`src/rtl/address_unit.sv`:
```
// 6502 address unit: program counter, direct/indirect address registers and the
// memory address mux driven by the control unit's strobes.
module address_unit #(
    parameter logic [15:0] RESET_PC = 16'h0000
) (
    input  logic        clk,
    input  logic        rst,
    input  logic [7:0]  data_in,
    input  logic [7:0]  alu_result,
    input  logic        increment_pc,
    input  logic        branch_load,
    input  logic        indirl_load,
    input  logic        indirh_load,
    input  logic        dirl_load,
    input  logic        dirh_load,
    input  logic [2:0]  address_select,
    output logic [15:0] address,
    output logic [15:0] pc
);

    typedef enum logic [2:0] {
        SEL_PC         = 3'b000,
        SEL_ZERO       = 3'b001,
        SEL_ABS        = 3'b010,
        SEL_IND_ZERO_0 = 3'b011,
        SEL_IND_ZERO_1 = 3'b100,
        SEL_IND_ABS_0  = 3'b101,
        SEL_IND_ABS_1  = 3'b110,
        SEL_SPARE      = 3'b111
    } addr_sel_e;

    logic [15:0] pc_q, pc_d;
    logic [7:0]  dirl_q, dirl_d;
    logic [7:0]  dirh_q, dirh_d;
    logic [7:0]  indirl_q, indirl_d;
    logic [7:0]  indirh_q, indirh_d;
    logic [7:0]  off_q, off_d;

    logic [7:0]  indirl_inc;
    logic [15:0] ind_abs_inc;

    always_comb begin
        dirl_d   = dirl_load   ? alu_result : dirl_q;
        dirh_d   = dirh_load   ? alu_result : dirh_q;
        indirl_d = indirl_load ? alu_result : indirl_q;
        indirh_d = indirh_load ? alu_result : indirh_q;
        // Offset latches on every fetch, even when a branch overrides the increment.
        off_d    = increment_pc ? data_in : off_q;

        pc_d = pc_q;
        if (branch_load) begin
            pc_d = pc_q + {{8{off_q[7]}}, off_q};
        end else if (increment_pc) begin
            pc_d = pc_q + 16'h0001;
        end
    end

    always_ff @(posedge clk or negedge rst) begin
        if (!rst) begin
            pc_q     <= RESET_PC;
            dirl_q   <= '0;
            dirh_q   <= '0;
            indirl_q <= '0;
            indirh_q <= '0;
            off_q    <= '0;
        end else begin
            pc_q     <= pc_d;
            dirl_q   <= dirl_d;
            dirh_q   <= dirh_d;
            indirl_q <= indirl_d;
            indirh_q <= indirh_d;
            off_q    <= off_d;
        end
    end

    // Zero-page pointer wraps within page zero; absolute pointer carries into the high byte.
    assign indirl_inc  = indirl_q + 8'h01;
    assign ind_abs_inc = {indirh_q, indirl_q} + 16'h0001;

    always_comb begin
        address = pc_q;
        case (address_select)
            SEL_PC:         address = pc_q;
            SEL_ZERO:       address = {8'h00, dirl_q};
            SEL_ABS:        address = {dirh_q, dirl_q};
            SEL_IND_ZERO_0: address = {8'h00, indirl_q};
            SEL_IND_ZERO_1: address = {8'h00, indirl_inc};
            SEL_IND_ABS_0:  address = {indirh_q, indirl_q};
            SEL_IND_ABS_1:  address = ind_abs_inc;
            SEL_SPARE:      address = pc_q;
            default:        address = pc_q;
        endcase
    end

    assign pc = pc_q;

endmodule

```
`config.mk`:
```
export PLATFORM = sky130hd
export DESIGN_NAME = address_unit
export DESIGN_NICKNAME = d
export VERILOG_FILES = /design/src/rtl/address_unit.sv
export SDC_FILE = /design/constraint.sdc
export NUM_CORES = 1
export LEC_CHECK = 0
export CORE_MARGIN = 3
export CORE_UTILIZATION = 60
export CTS_BUF_LIST = sky130_fd_sc_hd__clkbuf_8
export CTS_CLUSTER_SIZE = 25
export DETAILED_ROUTE_END_ITERATION = 7
export PLACE_DENSITY_LB_ADDON = 0.3
export SYNTH_ARGS = -nofsm -noshare
export SYNTH_HDL_FRONTEND = slang
export SYNTH_SLANG_ARGS = --single-unit
```
`constraint.sdc`:
```
create_clock -name clk -period 3.4 [get_ports clk]
set_input_delay 0.51 -clock clk [delete_from_list [all_inputs] [get_ports clk]]
set_output_delay 0.51 -clock clk [all_outputs]
set_load 0.01 [all_outputs]
```
==> metrics, run 1 <==
layout cells sized above 1=between 10% and 20%; DR WL/cell=about 18 um; CTS Hold Buffers Added=0; Ys Warns=0; vias in the first global route=about 3.0k; min cycle time layout=a little over 3000 ps; # clock sinks=56; final worst clock skew=roughly 6.7 ps; Crit Path Category=primary input to primary output; Net Sw Frac=38.6%; synthesized net count=406; GRT overflow=0; Cell variety after synth=53; most frequent cell after synthesis=dfrtp_1; CP peak stage delay=between 600 and 700 ps; Async S/R FF share, synth=100%; final hold vios=0; Clk pin slew, worst setup/hold paths=around 100 ps; # resized after CTS=0; EDFF count, synth=0; Switch Pwr=just under 1000 uW; CP startpoint kind=primary input; # setup viols final=0; Die Area=~7000 um^2; starting density of the core=between 60 and 70%; fin cells=just under 500; synth cell count leaders=dfrtp_1, mux2_2, nand2_1, nor2_1, o21ai_0; Final Max Tran Viols=0; Final HPWL DP=~6600 um; Gate Count Post-Synth=370; # H-tree levels=2; Leak=0.00175 uW; Layout area overhead=18.5%; Ant. Diodes=0; register bit total from synthesis=56; maximum fanout along the worst path=16; R2R cell count=9; Comb power frac=between 40% and 50%; initial antenna violation count=0; relative slew slack=approximately 65%; total CTS buffers=5; Port Buffers=58; crit share post-route=90.0%; register share of total power=42.4%; CTS Buffer Depth=2; Max Fclk=around 330 MHz; Mean Syn Cell Area=approximately 10 um^2; Syn Std Cell Area=between 3000 and 4000 um^2; residual DRC count=0; outcome=finished, final reports clean; Int Power=around 1600 uW; setup TNS=0 ps; Seq/Total Area, Yosys=between 30% and 40%; post-synth top area share=37.7%; final net count=450; overall power=between 2000 and 3000 uW; die width=84.7 um; ys flop type=dfrtp_1; TritonRoute pass-1 iters=5; GRT Overall Usage=about a quarter; core footprint=a little under 6000 um^2; Crit path required time=2890 ps; Post CTS Setup Buffer Count=0; Cell Rows=28; clock power share=between 10 and 15%; Crit path arrival time=about 2600 ps; RSZ-0062 raised after global routing=no; clock tree root driver cell=clkbuf_8; Most common cell on crit path=clkdlybuf4s50_1; CTS tree=yes; Worst-Margin Slew=approximately 520 ps; Peak supply drop=approximately 0.0004 V; Vias=3192; Synth area leader=dfrtp_1; vias per cell=6.51; clock latency at the later pin of the worst-skew pair=310 ps; routability congestion estimate from global placement=approximately 0.93; max cap viols=0; io pins=59; post-route ant nets=0; P per Cell Area=between 500 and 600 nW/um^2; HP Class=primary input to asynchronous set/reset pin; CP Cell Sequence=clkdlybuf4s50_1 -> and2_1 -> buf_4 -> a221oi_1 -> o22ai_1 -> clkdlybuf4s50_1; Crit-path slowest cell=clkdlybuf4s50_1; placed insts=between 400 and 500; DR iter-0 viols=around 210; die height=approximately 85 um; first-pass GRT wire length=about 15000 um; Crit. End Element=primary output; synth top area cells=dfrtp_1, mux2_2, mux2i_1, a221oi_1, xnor2_1; Total Wirelength=approximately 8900 um; largest net degree at the start of global routing=42
[metal layers]
metal	wire length, um	part of all wire [%]	track usage, %
met5	0	0	0
met4	161	1.8	8.06
met3	528	5.9	3.63
met2	4270	48	41.4
met1	3960	44	36.2
[per-stage QoR]
step | cell area, um^2 | utilization (%) | hold slack, ps | worst slack [ps]
5_1_grt | 4410 | 74.0 | 139 | 155
4_1_cts | 4410 | 74.0 | 140 | 349
2_1_floorplan | 3720 | - | 214 | 854
6_report | 4410 | 74.0 | 125 | 340
3_3_place_gp | 4320 | 72.5 | 470 | 226
3_5_place_dp | 4320 | 72.5 | 473 | 147
[critical path: cells and delay by family]
family          cells  cell delay, ps
compound gates      2             340
buf+inv             3            1450
simple gates        1             250
[path summary, 6_finish.rpt]
check,from,endpoint,slack [ps]
setup / recovery,address_select[2],address[12],340
hold reg to reg,off_q[5]$_DFFE_PN0P_,off_q[5]$_DFFE_PN0P_,510
max in group asynchronous,rst,pc[5]$_DFFE_PN0P_,2410
setup reg to reg,off_q[0]$_DFFE_PN0P_,pc[8]$_DFFE_PN0P_,860
hold / removal,rst,pc[15]$_DFFE_PN0P_,120
min in group clk,off_q[5]$_DFFE_PN0P_,off_q[5]$_DFFE_PN0P_,510
[state kept, by name, indices dropped and copies added, names as in the netlist]
name / flops
dirh_q: 8
dirl_q: 8
indirh_q: 8
indirl_q: 8
off_q: 8
pc: 16
[cell families after synthesis]
| logic type | count (synthesis) | synth area share [%] |
|---|---|---|
| buf+inv | 32 | 3.90 |
| compound gates | 88 | 17.2 |
| fa+ha+maj | 9 | 3.23 |
| simple gates | 100 | 14.6 |
| xor+xnor | 26 | 6.12 |
| flops | 56 | 37.7 |
| mux | 59 | 17.3 |
[power by group through the flow]
stage	logic [uW]	clock network, uW	registers, uW
CTS	1110	378	1080
floorplan	744	0	994
global route	1220	408	1120
detailed placement	1100	0	1090
global placement	1070	0	1100
finish	1110	372	1090
[cell type report]
type                       instances  area [um^2]
tap                               75         93.8
sequential                        56         1400
clock buffer                       6         82.6
inverter                           2         7.51
clock inverter                     2         7.51
multi-input combinational        282         2170
timing repair buffer              67          643
fill                             435         1550
[cell usage in the layout, fill, tap and decap left out, types with 2 or more instances in the layout]
cell type and instances:
a211o_1 3, a211oi_1 8, a21o_1 2, a21oi_1 6, a221oi_1 17, a31o_2 2
a31oi_1 4, and2_1 7, and3_1 5, buf_4 9, clkbuf_8 6, clkdlybuf4s50_1 57
dfrtp_1 56, ha_1 8, inv_1 4, mux2_2 43, mux2i_1 16, nand2_1 25
nand2b_1 5, nand3_1 17, nor2_1 20, nor2b_1 5, nor3_1 3, o21a_1 2
o21ai_0 19, o221ai_1 4, o22ai_1 10, o31ai_1 3, xnor2_1 14, xor2_1 12
(Power assumes the default switching activity.)
==> run 2: changes to the inputs <==
- CORE_UTILIZATION: 60 -> 51
- clock period: 3.4 -> 2.53 ns (I/O delays scaled with it)
==> run 2 against run 1 <==
  * Sequential power rose by 31%
  * First-iteration DRC count rose by 2.4%
  * Final cell count rose by 12%
  * Total power rose by 43%
  * Critical path type is now flip-flop to flip-flop
  * Largest cell class unchanged
  * Largest power group unchanged
==> metrics, run 2 (synthesis results as in run 1) <==
outcome=finished, final reports clean; Die Area=roughly 8400 um^2; Clk pin slew, worst setup/hold paths=roughly 110 ps; layout cells sized above 1=~27%; Leak=0.00206 uW; post-route ant nets=0; setup TNS=0 ps; Vias=3271; filler instances=roughly 550; residual DRC count=0; Min Hold Slack=95.0 ps; CTS Buffer Depth=2; vias per cell=5.98; Final HPWL DP=~7000 um; # setup viols final=0; first-pass GRT wire length=around 16000 um; GRT overflow=0; Port Buffers=between 50 and 60; total CTS buffers=5; commonest cells after routing, fill and taps aside=dfrtp_1, mux2_2, clkdlybuf4s50_1; Crit Path Category=flip-flop to flip-flop; TritonRoute pass-1 iters=5; routability congestion estimate from global placement=0.877; CP peak stage delay=around 440 ps; crit share post-route=between 90 and 100%; GRT Overall Usage=roughly 23%; Total Wirelength=around 9500 um; min cycle time layout=2410 ps; Final Max Tran Viols=0; vias in the first global route=roughly 3.3k; final worst clock skew=approximately 1.8 ps; maximum fanout along the worst path=5; Crit-path slowest cell=fa_1; Crit. End Element=flip-flop; clock latency at the later pin of the worst-skew pair=slightly above 300 ps; Reg2Reg Launch Point=off_q[0]$_DFFE_PN0P_; relative slew slack=between 50% and 60%; io pins=59; final net count=486; # clock sinks=56; P per Cell Area=~760 nW/um^2; die height=about 91 um; max cap viols=0; max reg flops=16; die width=91.4 um; worst setup path start=off_q[0]$_DFFE_PN0P_; CP Cell Sequence=nand2b_1 -> ha_1 -> fa_1 -> a211oi_2 -> o21ai_1 -> a21oi_2 -> nand2_1 -> o22ai_1 -> xor2_1; CTS Hold Buffers Added=0; Max Fclk=a little over 400 MHz; Crit path arrival time=around 2700 ps; Crit path required time=2770 ps; DR WL/cell=17.4 um; Ant. Diodes=0; clock tree root driver cell=clkbuf_8; final hold vios=0; DR iter-0 viols=about 210; Layout area overhead=30.0%; largest net degree at the start of global routing=32; core footprint=between 6000 and 7000 um^2; CP startpoint kind=flip-flop; Peak supply drop=0.000592 V; RSZ-0062 raised after global routing=no; commonest non-fill, non-tap cell in the layout=dfrtp_1; # H-tree levels=2; starting density of the core=between 50% and 60%; HP Class=primary input to asynchronous set/reset pin; R2R cell count=9; Cell Rows=30; CTS tree=yes; Worst-Margin Slew=between 700 and 800 ps; initial antenna violation count=0
## run 2: layer usage
metal	track usage [%]	vias to the layer above	routed length (um)
met5	0	-	0
met4	6.03	0	100
met3	3.89	9	534
met2	37.6	114	4620
met1	30.9	1615	4260
li1	-	1533	-
## run 2: area by class of cell
cell class,instances,area (um^2),area share [%]
multi-input combinational,282,2210,45.7
tap,96,120,2.48
timing repair buffer,103,1000,20.7
sequential,56,1410,29.1
inverter,2,7.51,0.155
clock inverter,3,23.8,0.492
clock buffer,5,68.8,1.42
## run 2: stage by stage
stage                     std cells  setup slack (ps)  util [%]  instance area [um^2]  power (uW)
after floorplan                 370               115         -                  3720        2340
after global placement          536              -382      66.8                  4640        3100
after detailed placement        536              -432      66.8                  4640        3140
after CTS                       546              10.7      68.8                  4780        3680
after global routing            547              7.07      69.6                  4830        3900
final                           547               122      69.6                  4830        3660
## run 2: worst paths after layout
kind                            slack (ps)                     to
worst max-delay path                   120      pc[8]$_DFFE_PN0P_
worst min-delay path                   100  dirh_q[6]$_DFFE_PN0P_
worst max register to register         120      pc[8]$_DFFE_PN0P_
worst min register to register         510   off_q[4]$_DFFE_PN0P_
max in group asynchronous             1830      pc[5]$_DFFE_PN0P_
min in group clk                       510   off_q[4]$_DFFE_PN0P_
## run 2: repair_timing
action | CTS | global route
cloned | 0 | 1
pin swaps | 2 | 0
setup buffers | 2 | 0
setup endpoints to repair | 19 | 12
resized for setup | 17 | 12
## run 2: where the power goes
group	switching, uW	internal [uW]	total [uW]
logic	767	960	1730
registers	336	1090	1430
clock network	314	197	511
## run 2: critical path: cells and delay by family (launching register included)
kind / cells / cell delay (ps)
compound gates: 4 / 890
flops: 1 / 400
simple gates: 2 / 240
xor+xnor: 1 / 160
fa+ha+maj: 2 / 640
==> run 3: changes to the inputs <==
- CTS_CLUSTER_SIZE: 25 -> 24
==> results of run 3 <==
Final layout, timing and power as in run 2 (identical DEF).
==> RTL change 1 (config.mk and constraints of run 3) <==
Reset style: synchronous (`rst`), changed in one clocked block.
--- a/src/rtl/address_unit.sv
+++ b/src/rtl/address_unit.sv
@@ -55,7 +55,7 @@
         end
     end
 
-    always_ff @(posedge clk or negedge rst) begin
+    always_ff @(posedge clk) begin
         if (!rst) begin
             pc_q     <= RESET_PC;
             dirl_q   <= '0;
Function: differs if rst is asserted again (counterexample within 4 cycles, from zero or initial values and one cycle with rst low); with rst held inactive, the same outputs for 10 cycles.
==> RTL change 1 against run 3 <==
- core utilization decreased by 0.43 points
- via count decreased by 2.3%
- design area fell by 6.5%
- cell count increased by 2.9%
- sequential cell count unchanged
- area after synthesis fell by 5.4%
- worst setup slack lost 67 ps
- wire length fell by 4.5%
- count of clock-buffer cells in the layout did not move
- critical path depth fell by 1
- die area down 5.0%
Power is not compared: it rests on default switching activity, and its combinational part moved more than twofold at a synthesized area within 25%.
==> RTL change 1: results (changes against run 3) <==
Outcome
The run finished with clean final reports.

Routing
The number of optimization iterations in the first detailed-route pass is 6 (+1). The average wire per standard cell is 16.15 µm (-7.2%). The detailed-route wire length is 9.092 mm (-4.5%). The initial detailed-routing violation count is 199 (-6.1%). The overall via count from detail_route is 3197 (-2.3%).

Worst setup path
The maximum fanout encountered on the critical timing path is 9 (+4). The cell family contributing the most delay on the critical path is buffers and inverters. The critical path's slowest cell is clkdlybuf4s50_1.

The number of cells on the worst reg-to-reg path is 10 (+1).

Logic synthesis
The unique cell type count in the Yosys netlist is 49 (-7.5%). The share of the yosys chip area belonging to registers is 0.3186 (-0.05822). Ranked by total cell area, the synthesized netlist is headed by dfxtp_1 (32%), mux2i_1 (16%), nor2b_1 (7.3%). The total nets after synthesis is 442 (+8.9%). The commonest cells after synthesis are dfxtp_1 (56), mux2i_1 (55), nor2b_1 (41). The fraction of registers with async set or reset after synthesis is 0 (-1.000).

Clock tree
The setup fix buffers added after clock tree synthesis is 7 (+5). The number of gates given a new drive strength after cts is 39 (+22). The cell sitting at the root of the clock tree is a clkbuf_8.

Place
The placed instance count was 547 (+2.1%). The placed cell area is 0.004312 mm² (-7.1%). The HPWL reported at the end of detailed placement is 6.407 mm (-9.8%).

Finish
The number of flip-flops under the largest register name is 16 (unchanged). The share of cells above drive strength 1 is 0.1605 (-0.1122).

Global routing
The maximum number of pins on one net before global-route repair came to 59 (+84%). The wire length of the first global-routing pass is 14.63 mm (-6.6%). The number of global-route vias before repair came to 3047 (-6.9%).

STA
The relative slew slack is 0.6227 (+0.09554).

Min path
The path category of the worst min-delay check is reg2reg.
-- RTL change 1: changes by cell type in the layout (fill, tap and decap cells not counted), sizes merged, moves of 15 or more --
cell    change
a221oi     -18
a21oi      +15
mux2       -43
dfxtp      +56
nor2b      +36
dfrtp      -56
mux2i      +39
-- RTL change 1: layout make-up --
cell class / instances / area, µm²
Clock buffer: 5 / 68.82
Sequential cell: 56 / 1130
Multi-Input combinational cell: 317 / 2321
Tap cell: 77 / 96.34
Fill cell: 521 / 2012
Timing Repair Buffer: 95 / 823.3
Inverter: 10 / 37.54
Clock inverter: 3 / 42.54
-- RTL change 1: power breakdown --
part	leakage, nW	switching [mW]	internal [mW]	total (mW)
Combinational	1.42	0.220	0.244	0.464
Sequential	0.462	0.0687	0.935	1.00
Clock	0.0599	0.288	0.295	0.584
-- RTL change 1: cells by family (layout without fill, tap and decap cells) --
family / count (synthesis) / count (layout) / share of synthesized area
and+or+nand+nor: 150 / 150 / 0.2390
AOI/OAI and AO/OA: 75 / 75 / 0.1426
DFF: 56 / 56 / 0.3186
muxes: 55 / 55 / 0.1565
buffers and inverters: 33 / 113 / 0.03947
xor gates and xnor gates: 28 / 28 / 0.06970
adders and majority gates: 9 / 9 / 0.03414
-- RTL change 1: path summary, 6_finish.rpt --
check	startpoint	to	slack, ps
worst max-delay path	address_select[2]	address[7]	60
worst min-delay path	off_q[3]	off_q[3]	520
worst max register to register	off_q[0]	pc[10]	220
worst min register to register	off_q[3]	off_q[3]	520
-- RTL change 1: per-layer routing --
layer | track usage | routed length, µm
met1 | 0.3064 | 3981
met2 | 0.3961 | 4391
met3 | 0.04332 | 576
met4 | 0.07578 | 142
met5 | 0 | 0
-- RTL change 1: worst min-delay path, delay by kind of cell (launching register included) --
family,cells,cell delay (ps)
DFF,1,330
muxes,1,60
and+or+nand+nor,1,100
==> RTL change 2 (settings of run 3) <==
Without the edit above. Put a register stage on the output `address`, cleared by the reset. The value now appears one clock later. The other outputs are not delayed to match.
--- a/src/rtl/address_unit.sv
+++ b/src/rtl/address_unit.sv
@@ -28,6 +28,8 @@
         SEL_IND_ABS_1  = 3'b110,
         SEL_SPARE      = 3'b111
     } addr_sel_e;
+
+    logic [15:0] address_d;
 
     logic [15:0] pc_q, pc_d;
     logic [7:0]  dirl_q, dirl_d;
@@ -78,21 +80,29 @@
     assign ind_abs_inc = {indirh_q, indirl_q} + 16'h0001;
 
     always_comb begin
-        address = pc_q;
+        address_d = pc_q;
         case (address_select)
-            SEL_PC:         address = pc_q;
-            SEL_ZERO:       address = {8'h00, dirl_q};
-            SEL_ABS:        address = {dirh_q, dirl_q};
-            SEL_IND_ZERO_0: address = {8'h00, indirl_q};
-            SEL_IND_ZERO_1: address = {8'h00, indirl_inc};
-            SEL_IND_ABS_0:  address = {indirh_q, indirl_q};
-            SEL_IND_ABS_1:  address = ind_abs_inc;
-            SEL_SPARE:      address = pc_q;
-            default:        address = pc_q;
+            SEL_PC:         address_d = pc_q;
+            SEL_ZERO:       address_d = {8'h00, dirl_q};
+            SEL_ABS:        address_d = {dirh_q, dirl_q};
+            SEL_IND_ZERO_0: address_d = {8'h00, indirl_q};
+            SEL_IND_ZERO_1: address_d = {8'h00, indirl_inc};
+            SEL_IND_ABS_0:  address_d = {indirh_q, indirl_q};
+            SEL_IND_ABS_1:  address_d = ind_abs_inc;
+            SEL_SPARE:      address_d = pc_q;
+            default:        address_d = pc_q;
         endcase
     end
 
     assign pc = pc_q;
 
+    always_ff @(posedge clk or negedge rst) begin
+        if (!rst) begin
+            address <= '0;
+        end else begin
+            address <= address_d;
+        end
+    end
+
 endmodule
 
Check against the original RTL: not equivalent (a bounded check fails within 4 cycles, from zero or initial values and one cycle with rst low).
==> RTL change 2 against run 3 <==
- power grew 28%
- wire length is 7.6% higher
- area after synthesis up 12%
- sequential cell count increased by 16
- worst setup slack gained 10 ps
- design area is 7.5% higher
- clock skew rose by 3.3 ps
- cell count grew 2.0%
- critical path depth stayed put
- die area grew 11%
==> RTL change 2: results (changes against run 3) <==
Finish
The sequential cell area was 0.001802 mm² (+28%). The share of cells above drive strength 1 is 0.2237 (-0.04904). The number of cells in the finished layout apart from fillers came to 558 (+2.0%).

The net count reported at finish came to 487 (+0.21%). The total of fill cells in the finished design came to 615 (+12%).

Place
The HPWL reported at the end of detailed placement is 7.257 mm (+2.2%). The placed instance count is 542 (+1.1%). The placed cell area is 0.004928 mm² (+6.2%). The final weighted congestion in routability-driven placement is 0.8924 (+1.8%). The pre-CTS setup slack came to -334.5 ps (+97.12 ps).

Worst setup path
The critical path's slowest cell is clkdlybuf4s50_1. The longest individual stage delay on the worst path was 510 ps (+70 ps). The maximum fanout encountered on the critical timing path came to 6 (+1).

The worst setup path category is in2reg. Tracing the worst setup path back leads to its startpoint at branch_load. The signal arrival time at the worst endpoint is 2680 ps (+30 ps).

Global routing
The maximum number of pins on one net before global-route repair is 43 (+34%). The overall routing resource usage is 0.2373 (+0.009405). The wire length of the first global-routing pass is 16.69 mm (+6.6%). The number of global-route vias before repair is 3343 (+2.2%).

Routing
The initial detailed-routing violation count is 205 (-3.3%). The number of optimization iterations in the first detailed-route pass is 5 (unchanged). The average wire per standard cell is 18.36 µm (+5.5%). The number of vias per cell came to 6.091 (+1.9%).

Power and ir drop
The net switching power came to 1.646 mW (+16%). The leakage component of the power was 2.157 nW (+4.6%). The largest voltage drop on the vdd net is 0.0005883 V (-0.69%).

Logic synthesis
The unique cell type count in the Yosys netlist came to 62 (+17%). The fraction of registers with async set or reset after synthesis was 1.000 (unchanged). Sorting the synthesized cells by how often they occur yields dfrtp_1 (72), mux2_2 (43), nand2_1 (21). The share of the yosys chip area belonging to registers came to 0.4327 (+0.05584). The number of instances in the synthesized netlist is 385 (+4.1%).

The count of yosys warnings during synthesis was 0 (unchanged). After synthesis, the cell types taking the most area are dfrtp_1 (43%), mux2_2 (12%), mux2i_1 (4.6%). The total nets after synthesis came to 421 (+3.7%).

STA
The final clock skew is 5.054 ps (+3.265 ps). The relative slew slack is 0.2335 (-0.2937).

Clock tree
The deepest clock path buffer count is 2 (unchanged). The clock insertion delay at the later pin of the skew report is 350 ps (+40 ps). The H-tree depth reported by CTS was 3 (+1).

The post-CTS clock slew at the launch and capture registers of the worst setup and hold paths is 80 ps (-30 ps). The tree is rooted in a clkbuf_8. The number of clock buffers inserted by TritonCTS came to 9 (+4).

Min path
The path category of the worst min-delay check is in2async.

Outcome
The run finished with clean final reports.
## RTL change 2: cell count changes after synthesis, sizes merged, moves of 4 or more
cell	delta
nand3	-7
nand4	+9
a21oi	+5
nor2	-6
dfrtp	+16
o21ai	-4
## RTL change 2: power by group through the flow
stage / Sequential (mW) / Clock [mW] / Combinational [mW]
2_1_floorplan: 1.68 / 0 / 1.03
3_3_place_gp: 1.76 / 0 / 1.71
3_5_place_dp: 1.77 / 0 / 1.76
4_1_cts: 1.75 / 1.12 / 1.78
5_1_grt: 1.81 / 1.17 / 1.98
6_report: 1.77 / 1.11 / 1.81
## RTL change 2: area by class of cell
cell class | instances | area share
clock buffer | 9 | 0.02384
clock inverter | 7 | 0.02288
inverter | 5 | 0.003612
multi-input combinational | 277 | 0.4248
sequential | 72 | 0.3467
tap | 102 | 0.02456
timing repair buffer | 86 | 0.1536
## RTL change 2: worst paths after layout
path,end,slack [ps],depth (start not counted)
max,pc[12],130,9
min,indirl_q[4],70,1
max reg2reg,pc[12],230,8
min reg2reg,off_q[6],500,1
max in group asynchronous,dirh_q[0],1800,2
min in group clk,off_q[6],500,1
## RTL change 2: what timing repair did
item | 4_1_cts | 5_1_grt
buffers inserted | 0 | 0
setup endpoints to repair | 0 | 3
resized for setup | 0 | 5
## RTL change 2: cell families (layout without fill, tap and decap cells)
logic type      count (synthesis)  count (layout)  synth area share
mux                            62              62            0.1620
flops                          72              72            0.4327
xor+xnor                       27              27           0.05679
simple gates                   94              94            0.1253
compound gates                 85              85            0.1511
buf+inv                        36             107           0.04327
fa+ha+maj                       9               9           0.02885
## RTL change 2: per-layer routing
layer,GRT usage,vias up,share of wire
li1,-,1567,-
met1,0.2959,1666,0.41
met2,0.4106,144,0.51
met3,0.05395,22,0.066
met4,0.06893,0,0.021
met5,0,-,0
